**src/rtl/se_req_arbiter.sv**
```systemverilog
// Round-robin front end that shares one scrambled-eggs core among NREQ byte requesters,
// routes each core result back to its requester, and serialises host config writes.
module se_req_arbiter #(
  parameter int NREQ    = 4,
  parameter int DEPTH   = 16,
  parameter int TIMEOUT = 100
) (
  input  logic                 clk,
  input  logic                 rst,
  input  logic [NREQ-1:0]      req_valid,
  input  logic [8*NREQ-1:0]    req_data,
  input  logic [32*NREQ-1:0]   req_ent,
  output logic [NREQ-1:0]      req_ready,
  output logic [NREQ-1:0]      rsp_push,
  output logic [31:0]          rsp_data,
  input  logic                 cfg_write,
  input  logic [11:0]          cfg_addr,
  input  logic [31:0]          cfg_wdata,
  output logic                 cfg_ready,
  output logic                 se_write,
  output logic [11:0]          se_addr,
  output logic [31:0]          se_wdata,
  output logic                 se_pushin,
  output logic [7:0]           se_datain,
  output logic [31:0]          se_entropy,
  input  logic                 se_pushout,
  input  logic [31:0]          se_dataout,
  output logic                 err_timeout,
  output logic                 err_unexp
);

  localparam int IW = $clog2(NREQ);
  localparam int AW = $clog2(DEPTH);
  localparam int CW = $clog2(DEPTH + 1);
  localparam int TW = $clog2(TIMEOUT + 1);

  localparam logic [1:0] ST_IDLE  = 2'd0;
  localparam logic [1:0] ST_RUN   = 2'd1;
  localparam logic [1:0] ST_DRAIN = 2'd2;
  localparam logic [1:0] ST_CFG   = 2'd3;

  logic [1:0]      state_r;
  logic [1:0]      state_s;
  logic [IW-1:0]   rr_ptr_r;
  logic [CW-1:0]   outstanding_r;
  logic [AW-1:0]   wr_ptr_r;
  logic [AW-1:0]   rd_ptr_r;
  logic [IW-1:0]   tag_mem [DEPTH];
  logic [TW-1:0]   timer_r;

  logic [IW-1:0]   cand_s;
  logic [IW-1:0]   grant_idx_s;
  logic            grant_found_s;
  logic            grant_en_s;
  logic [NREQ-1:0] req_ready_s;
  logic            xfer_s;
  logic            pop_s;
  logic            unexp_s;
  logic [7:0]      data_sel_s;
  logic [31:0]     ent_sel_s;

  logic [NREQ-1:0] rsp_push_r;
  logic [31:0]     rsp_data_r;
  logic            cfg_ready_r;
  logic            se_write_r;
  logic [11:0]     se_addr_r;
  logic [31:0]     se_wdata_r;
  logic            se_pushin_r;
  logic [7:0]      se_datain_r;
  logic [31:0]     se_entropy_r;
  logic            err_timeout_r;
  logic            err_unexp_r;

  function automatic logic [NREQ-1:0] tag_onehot(input logic [IW-1:0] tag);
    logic [NREQ-1:0] oh;
    oh      = '0;
    oh[tag] = 1'b1;
    return oh;
  endfunction

  // Search for the first valid requester after the round-robin pointer, wrapping around.
  always_comb begin
    cand_s        = '0;
    grant_idx_s   = '0;
    grant_found_s = 1'b0;
    for (int k = 1; k <= NREQ; k++) begin
      cand_s = (int'(rr_ptr_r) + k >= NREQ) ? IW'(int'(rr_ptr_r) + k - NREQ)
                                            : IW'(int'(rr_ptr_r) + k);
      if (!grant_found_s && req_valid[cand_s]) begin
        grant_found_s = 1'b1;
        grant_idx_s   = cand_s;
      end else begin
        grant_found_s = grant_found_s;
      end
    end
  end

  // A pending host write blocks new grants so the core can drain ahead of it.
  assign grant_en_s = ((state_r == ST_IDLE) || (state_r == ST_RUN)) && !cfg_write &&
                      (outstanding_r != CW'(DEPTH));

  // One-hot ready toward the selected requester.
  always_comb begin
    req_ready_s = '0;
    if (grant_en_s && grant_found_s) begin
      req_ready_s = tag_onehot(grant_idx_s);
    end else begin
      req_ready_s = '0;
    end
  end

  assign xfer_s  = |req_ready_s;
  assign pop_s   = se_pushout && (outstanding_r != '0);
  assign unexp_s = se_pushout && (outstanding_r == '0);

  // Mux the granted requester's byte and entropy onto the push path.
  always_comb begin
    data_sel_s = 8'h00;
    ent_sel_s  = 32'h0000_0000;
    for (int i = 0; i < NREQ; i++) begin
      data_sel_s = data_sel_s | (req_data[8*i +: 8] & {8{grant_idx_s == IW'(i)}});
      ent_sel_s  = ent_sel_s | (req_ent[32*i +: 32] & {32{grant_idx_s == IW'(i)}});
    end
  end

  // Next-state decode for the grant / drain / config sequencer.
  always_comb begin
    state_s = state_r;
    case (state_r)
      ST_IDLE: begin
        if (cfg_write && (outstanding_r == '0)) begin
          state_s = ST_CFG;
        end else if (xfer_s) begin
          state_s = ST_RUN;
        end else begin
          state_s = ST_IDLE;
        end
      end
      ST_RUN: begin
        if (cfg_write) begin
          state_s = ST_DRAIN;
        end else if ((outstanding_r == '0) && !xfer_s) begin
          state_s = ST_IDLE;
        end else begin
          state_s = ST_RUN;
        end
      end
      ST_DRAIN: begin
        if (outstanding_r == '0) begin
          state_s = ST_CFG;
        end else begin
          state_s = ST_DRAIN;
        end
      end
      ST_CFG:  state_s = ST_IDLE;
      default: state_s = ST_IDLE;
    endcase
  end

  // State, round-robin pointer, tag FIFO pointers and outstanding count.
  always_ff @(posedge clk) begin
    if (!rst) begin
      state_r       <= ST_IDLE;
      rr_ptr_r      <= IW'(NREQ - 1);
      outstanding_r <= '0;
      wr_ptr_r      <= '0;
      rd_ptr_r      <= '0;
    end else begin
      state_r <= state_s;
      if (xfer_s) begin
        rr_ptr_r <= grant_idx_s;
        wr_ptr_r <= wr_ptr_r + AW'(1);
      end
      if (pop_s) begin
        rd_ptr_r <= rd_ptr_r + AW'(1);
      end
      case ({xfer_s, pop_s})
        2'b10:   outstanding_r <= outstanding_r + CW'(1);
        2'b01:   outstanding_r <= outstanding_r - CW'(1);
        default: outstanding_r <= outstanding_r;
      endcase
    end
  end

  // Tag storage: the owning requester index for every push in flight.
  always_ff @(posedge clk) begin
    if (xfer_s) begin
      tag_mem[wr_ptr_r] <= grant_idx_s;
    end
  end

  // Core-facing push and config write registers.
  always_ff @(posedge clk) begin
    if (!rst) begin
      se_pushin_r  <= 1'b0;
      se_datain_r  <= 8'h00;
      se_entropy_r <= 32'h0000_0000;
      se_write_r   <= 1'b0;
      se_addr_r    <= 12'h000;
      se_wdata_r   <= 32'h0000_0000;
      cfg_ready_r  <= 1'b0;
    end else begin
      se_pushin_r  <= xfer_s;
      se_datain_r  <= xfer_s ? data_sel_s : 8'h00;
      se_entropy_r <= xfer_s ? ent_sel_s : 32'h0000_0000;
      se_write_r   <= (state_s == ST_CFG);
      se_addr_r    <= (state_s == ST_CFG) ? cfg_addr : 12'h000;
      se_wdata_r   <= (state_s == ST_CFG) ? cfg_wdata : 32'h0000_0000;
      cfg_ready_r  <= (state_s == ST_CFG);
    end
  end

  // Result return: rsp_data keeps its last value between strobes.
  always_ff @(posedge clk) begin
    if (!rst) begin
      rsp_push_r <= '0;
      rsp_data_r <= 32'h0000_0000;
    end else if (pop_s) begin
      rsp_push_r <= tag_onehot(tag_mem[rd_ptr_r]);
      rsp_data_r <= se_dataout;
    end else begin
      rsp_push_r <= '0;
    end
  end

  // Response watchdog and sticky error flags.
  always_ff @(posedge clk) begin
    if (!rst) begin
      timer_r       <= TW'(TIMEOUT);
      err_timeout_r <= 1'b0;
      err_unexp_r   <= 1'b0;
    end else begin
      if (se_pushout || (outstanding_r == '0)) begin
        timer_r <= TW'(TIMEOUT);
      end else if (timer_r != '0) begin
        timer_r <= timer_r - TW'(1);
        if (timer_r == TW'(1)) begin
          err_timeout_r <= 1'b1;
        end
      end
      if (unexp_s) begin
        err_unexp_r <= 1'b1;
      end
    end
  end

  assign req_ready   = req_ready_s;
  assign rsp_push    = rsp_push_r;
  assign rsp_data    = rsp_data_r;
  assign cfg_ready   = cfg_ready_r;
  assign se_write    = se_write_r;
  assign se_addr     = se_addr_r;
  assign se_wdata    = se_wdata_r;
  assign se_pushin   = se_pushin_r;
  assign se_datain   = se_datain_r;
  assign se_entropy  = se_entropy_r;
  assign err_timeout = err_timeout_r;
  assign err_unexp   = err_unexp_r;

endmodule
```
**config.mk**
```make
export PLATFORM = sky130hd
export DESIGN_NAME = se_req_arbiter
export DESIGN_NICKNAME = d
export VERILOG_FILES = /design/src/rtl/se_req_arbiter.sv
export SDC_FILE = /design/constraint.sdc
export NUM_CORES = 1
export LEC_CHECK = 0
export CORE_UTILIZATION = 36
export DETAILED_ROUTE_END_ITERATION = 8
export PLACE_DENSITY = 0.85
export SLEW_MARGIN = 15
export SYNTH_ARGS = -nofsm -noshare
export SYNTH_HDL_FRONTEND = slang
export SYNTH_SLANG_ARGS = --single-unit
export TNS_END_PERCENT = 50
```
**constraint.sdc**
```tcl
create_clock -name clk -period 2.92 [get_ports clk]
set_clock_uncertainty 0.05 [all_clocks]
set_input_delay 0.292 -clock clk [delete_from_list [all_inputs] [get_ports clk]]
set_output_delay 0.292 -clock clk [all_outputs]
set_load 0.1 [all_outputs]
```
# After elaboration in Yosys (flattened, before gate mapping)
# Memory sizes are Yosys's and may differ from the RTL's. A register that Yosys moved wholly into a read port is not among the register bits.
# Index checks and enable logic that the tools add are counted.
# totals
ramBits	32
out_inout_bits	129
word_cells	136
register_bits	148
memories	1
# memory_table
memory	depth	word_bits	read_ports	rd_clocked_by_memory_dff	wr	line_no	rtl
tag_mem	16	2	1	1	1	48	logic [IW-1:0] tag_mem [DEPTH];
# op_classes
bitwise_logic	16
n_reduce_logical	31
eq_ne	11
n_lt_le_gt_ge	12
n_mux	36
n_addsub	13
# ops
op	n
32-bit bitwise AND	4
32-bit OR	3
8-bit bitwise AND	4
8-bit OR	3
2-bit two-way mux	10
2-bit by 3-bit < comparator with 1-bit output (second input constant)	6
1-bit two-way mux	15
2-bit == test (second input constant)	6
1-bit logical AND	12
4-bit two-way mux	3
5-bit one-hot mux with 2 select lines	1
3-bit greater-or-equal comparator (second input constant)	3
4-bit by 1-bit adder with 4-bit output (second input constant)	2
1-bit binary-select mux with 2-bit select	4
2-bit one-hot mux with 4 select lines	1
2-bit by 1-bit subtractor with 2-bit output (second input constant)	4
7-bit by 1-bit == test with 1-bit output (second input constant)	1
7-bit nonzero test	1
7-bit by 1-bit subtractor with 7-bit output (second input constant)	1
2-bit by 2-bit adder with 3-bit output (second input constant)	2
2-bit by 1-bit == test with 1-bit output (second input constant)	3
2-bit AND reduction	3
5-bit by 1-bit adder with 5-bit output (second input constant)	1
1-bit logical NOT	5
other kinds (16)	21

# Logic depth before layout (Yosys ltp)
# depth
depth_word	28
mapped_depth	13
mapped_depth_nobuf	12

# Worst setup path after synthesis
# OpenSTA, ideal clock, no wires.
# synth_path
path_type	reg-to-output
startpoint	reg outstanding_r[0]
endpoint	out req_ready[1]
path_slack_ns	-0.781
stages_incl_launch_ff	6
t_arrival_ns	3.359
cell_sequence	dfxtp_1 > nor4_1 > a2111oi_2 > buf_2 > inv_1 > nor3_1
# synth_between
elab_chain_cells	4
# synth_lines
element	line_no	rtl
from (decl)	45	logic [CW-1:0] outstanding_r;
from (signal assigned)	178	2'b10: outstanding_r <= outstanding_r + CW'(1);
from (signal assigned)	179	2'b01: outstanding_r <= outstanding_r - CW'(1);
from (signal assigned)	180	default: outstanding_r <= outstanding_r;
5-bit inequality test	100	(outstanding_r != CW'(DEPTH));
1-bit logical AND	99	assign grant_en_s = ((state_r == ST_IDLE) || (state_r == ST_RUN)) && !cfg_write &&
1-bit logical AND	105	if (grant_en_s && grant_found_s) begin
4-bit two-way mux	105	
to (decl)	13	output logic [NREQ-1:0] req_ready,
# Every way passes these cells.

# Worst setup path in the final report
# layout_path
startpoint	reg outstanding_r[0]
endpoint	reg outstanding_r[4]
# layout_between
elab_chain_cells	7
# layout_lines
element	line_no	rtl
5-bit inequality test	100	
1-bit logical AND	99	
1-bit logical AND	105	
4-bit two-way mux	105	
4-bit OR reduction	112	assign xfer_s = |req_ready_s;
2-bit by 1-bit == test with 1-bit output or 2-bit == test (tied branches)	177	case ({xfer_s, pop_s})
5-bit one-hot mux with 2 select lines or 2-bit nonzero test (tied branches)	n/a	
# Several ways; a longest one is shown, not always the timed one.
# A chain may end at the register's enable or synchronous reset.

==> flow_summary.json <==
{
  "status": "completed",
  "power_mw": 12.1,
  "intPower_mw": 6.15,
  "seqPwrFrac_pct": 28.2,
  "ys_ff_latch": 184,
  "slew_headroom_pct": 37.3,
  "path_depth": 11,
  "cts_tree": "built",
  "power_leakage_nw": 4.82,
  "hold_viol_final": 0,
  "r2r_end": "outstanding_r[4]",
  "ys_warn_count": 0,
  "via_per_inst": 4.87,
  "synth.distinct_cells": 49,
  "layout_min_cycle_time_ns": 2.80,
  "drc": 0,
  "max_stage_delay_ns": 0.46,
  "finalSetupTns_ns": 0,
  "worst_ep_required_time_ns": 3.18,
  "wirelength_um": 22600,
  "critPathArrivalTime_ns": 3.06,
  "wl_per_cell_um": 16.8,
  "grt_overflow": 0,
  "grt_pass1_wl_um": 33600,
  "synth_edf_count": 32,
  "vias": 6560,
  "die_w_um": 144,
  "r2r_setup_slack_ns": 0.12,
  "htreeDepth": 4,
  "crit_buf_inv": 1,
  "seq_area_frac_synth_pct": 54.8,
  "cts_made_buffers": 17,
  "dr.first_iter.drc_count": 283,
  "cp_top_family": "simple AND/OR/NAND/NOR gates",
  "setup_viol": 0,
  "r2r-start": "outstanding_r[0]",
  "tightest_slew_ns": 0.937,
  "clk_pin_slew_worst_paths_ns": 0.07,
  "synthCells": 695,
  "grt_pass1_vias": 6314,
  "ant_nets": 0,
  "ir_drop_mv": 0.522,
  "netlist_area_mm2": 0.00731,
  "grt_use_total_pct": 21.3,
  "hpwl_um": 17500,
  "dieArea_mm2": 0.0209,
  "clkPwrFrac_pct": 18.4,
  "grt_start_max_net_pins": 47,
  "cap_violations": 0,
  "antenna_found_initial": 0,
  "crit_path_start": "outstanding_r[0]",
  "r2r_cells": 11,
  "clockRootBuffer": "clkbuf_16",
  "drive_above_1_share_pct": 21.2,
  "cts_buffer_depth": 2,
  "worstSetupStartpointType": "flip-flop",
  "nets": 1325,
  "combPwrFrac_pct": 53.4,
  "critPathCaptureType": "flip-flop",
  "cp_common_cell": "ha_1",
  "synth.area.top_cells": "dfxtp_1 (42%), edfxtp_1 (13%), mux2i_1 (6.2%)",
  "crit_slowest_cell": "or3b_2",
  "cts_setup_buffers": 0,
  "core_mm2": 0.0197,
  "switching_share_pct": 49.0,
  "cts_sinks": 184,
  "synth_top_cell_by_area": "dfxtp_1",
  "firstDrtPassIters": 4,
  "area_growth_syn_to_layout_pct": 60.7,
  "max_freq_mhz": 358,
  "routabilityCongestion": 0.855,
  "holdWs_ns": 0.155,
  "synth_top_area_share_pct": 41.6,
  "dpl_worst_slack_ns": -0.380,
  "diodes": 0,
  "fp.dieH_um": 144,
  "post_cts_resized": 0,
  "cts_hold_buf": 0,
  "ys_async_sr_fraction_pct": 0,
  "power.switching_mw": 5.91,
  "rows": 51,
  "slew_violations": 0,
  "io_pins": 373,
  "syn_area_per_cell_um2": 10.5,
  "syn_nets": 951,
  "hp-class": "in2reg",
  "worst_slack_ns": 0.125,
  "crit_chain": "nor4_2 -> or2b_2 -> nand2_1 -> inv_2 -> ha_1 -> ha_1 -> nor2b_1 -> o21ai_1 -> a21oi_1 -> or3b_2 -> mux2i_1",
  "crit_path_end": "outstanding_r[4]",
  "synth_ff_type": "dfxtp_1",
  "fin_util_pct": 59.8,
  "grt_setup_unrepaired": "false",
  "portBuffers": 372,
  "power_density_mw_per_mm2": 1030,
  "post-route-period-util_pct": 95.7,
  "initial_utilization_pct": 37.2,
  "critPathMaxFanout": 3,
  "path_class": "reg2reg",
  "clk_latency_ns": 0.42
}
-- cell families after synthesis --
family / count (synthesis) / synth area share, %
muxes: 54 / 8.78
adders and majority gates: 12 / 2.16
buffers and inverters: 64 / 3.92
and+or+nand+nor: 230 / 15.5
AOI/OAI and AO/OA: 139 / 13.5
DFF: 184 / 54.8
xor gates and xnor gates: 12 / 1.44
-- flip-flops by register name (all words and copies together), names as in the netlist, 4 cells and up, named ones only --
name,flops
se_entropy,32
rsp_push,4
outstanding_r,5
rd_ptr_r,4
tag_mem,32
timer_r,7
wr_ptr_r,4
se_wdata,32
se_addr,12
se_datain,8
rsp_data,32
-- routing by layer --
layer | global-route usage, % | wire, um | up-vias | share of wire [%]
li1 | - | - | 3220 | -
met1 | 24.9 | 8880 | 3102 | 39
met2 | 37.8 | 12000 | 211 | 53
met3 | 5.70 | 1300 | 27 | 5.7
met4 | 6.37 | 450 | 0 | 2.0
met5 | 0 | 0 | - | 0
-- how the worst min path moves through the flow --
stage / start / to / slack (ns) / depth (start not counted)
finish: rst / rr_ptr_r[0] / 0.15 / 2
global route: rst / rr_ptr_r[0] / 0.16 / 2
CTS: rst / rr_ptr_r[0] / 0.14 / 2
detailed placement: timer_r[4] / timer_r[4] / 0.40 / 2
global placement: timer_r[4] / timer_r[4] / 0.39 / 2
floorplan: se_pushout / timer_r[5] / 0.36 / 2
-- stage by stage --
step / instances / cell area (um2)
floorplan: 695 / 7320
global placement: 1315 / 11200
detailed placement: 1315 / 11200
CTS: 1347 / 11700
global route: 1347 / 11700
finish: 1347 / 11700
-- cells in the final DEF, fill, tap and decap left out, drive strengths merged, types with 9 or more instances in the layout --
cell,instances
a21boi,33
a22oi,40
and2,11
and3,49
buf,164
clkbuf,18
clkdlybuf4s50,242
dfxtp,152
edfxtp,32
ha,11
inv,22
mux2i,45
nand2,98
nand2b,9
nor2,30
nor3,9
o22ai,41
xnor2,9
-- synthesized netlist by cell type, types with 2 or more instances --
master    instances
nand2_1          98
or2_2             3
edfxtp_1         32
nor3_1            9
xor2_1            3
nand3_1           5
o22ai_1          41
dfxtp_1         152
o21ai_0           7
mux2i_1          45
buf_1             2
and2_1           11
o211ai_1          2
mux4_2            8
and3_2            6
buf_6             4
a21boi_0         33
and3_1           43
buf_2            10
nand4_1           2
nor4_1            2
a22oi_1          40
nand2b_1          9
a21oi_1           7
nor2_1           28
ha_1             11
inv_1            12
clkbuf_1         34
nor2b_1           8
xnor2_1           9
-- layout make-up --
| type | instances | area (um2) |
|---|---|---|
| fillers | 1708 | 7910 |
| well taps | 265 | 332 |
| repair buffers | 406 | 3730 |
| inverters | 13 | 48.8 |
| multi-input cells | 447 | 3070 |
| clock buffers | 18 | 429 |
| clock inverters | 14 | 131 |
| flip-flops and latches | 184 | 4010 |
-- power by group through the flow --
stage	Combinational (mW)	Clock, mW	Sequential, mW
after global routing	6.79	2.38	3.46
after detailed placement	6.45	0	3.45
final	6.44	2.22	3.41
after CTS	6.45	2.27	3.40
after floorplan	1.99	0	6.17
after global placement	6.35	0	3.43
Power figures use the tool's default switching activity.
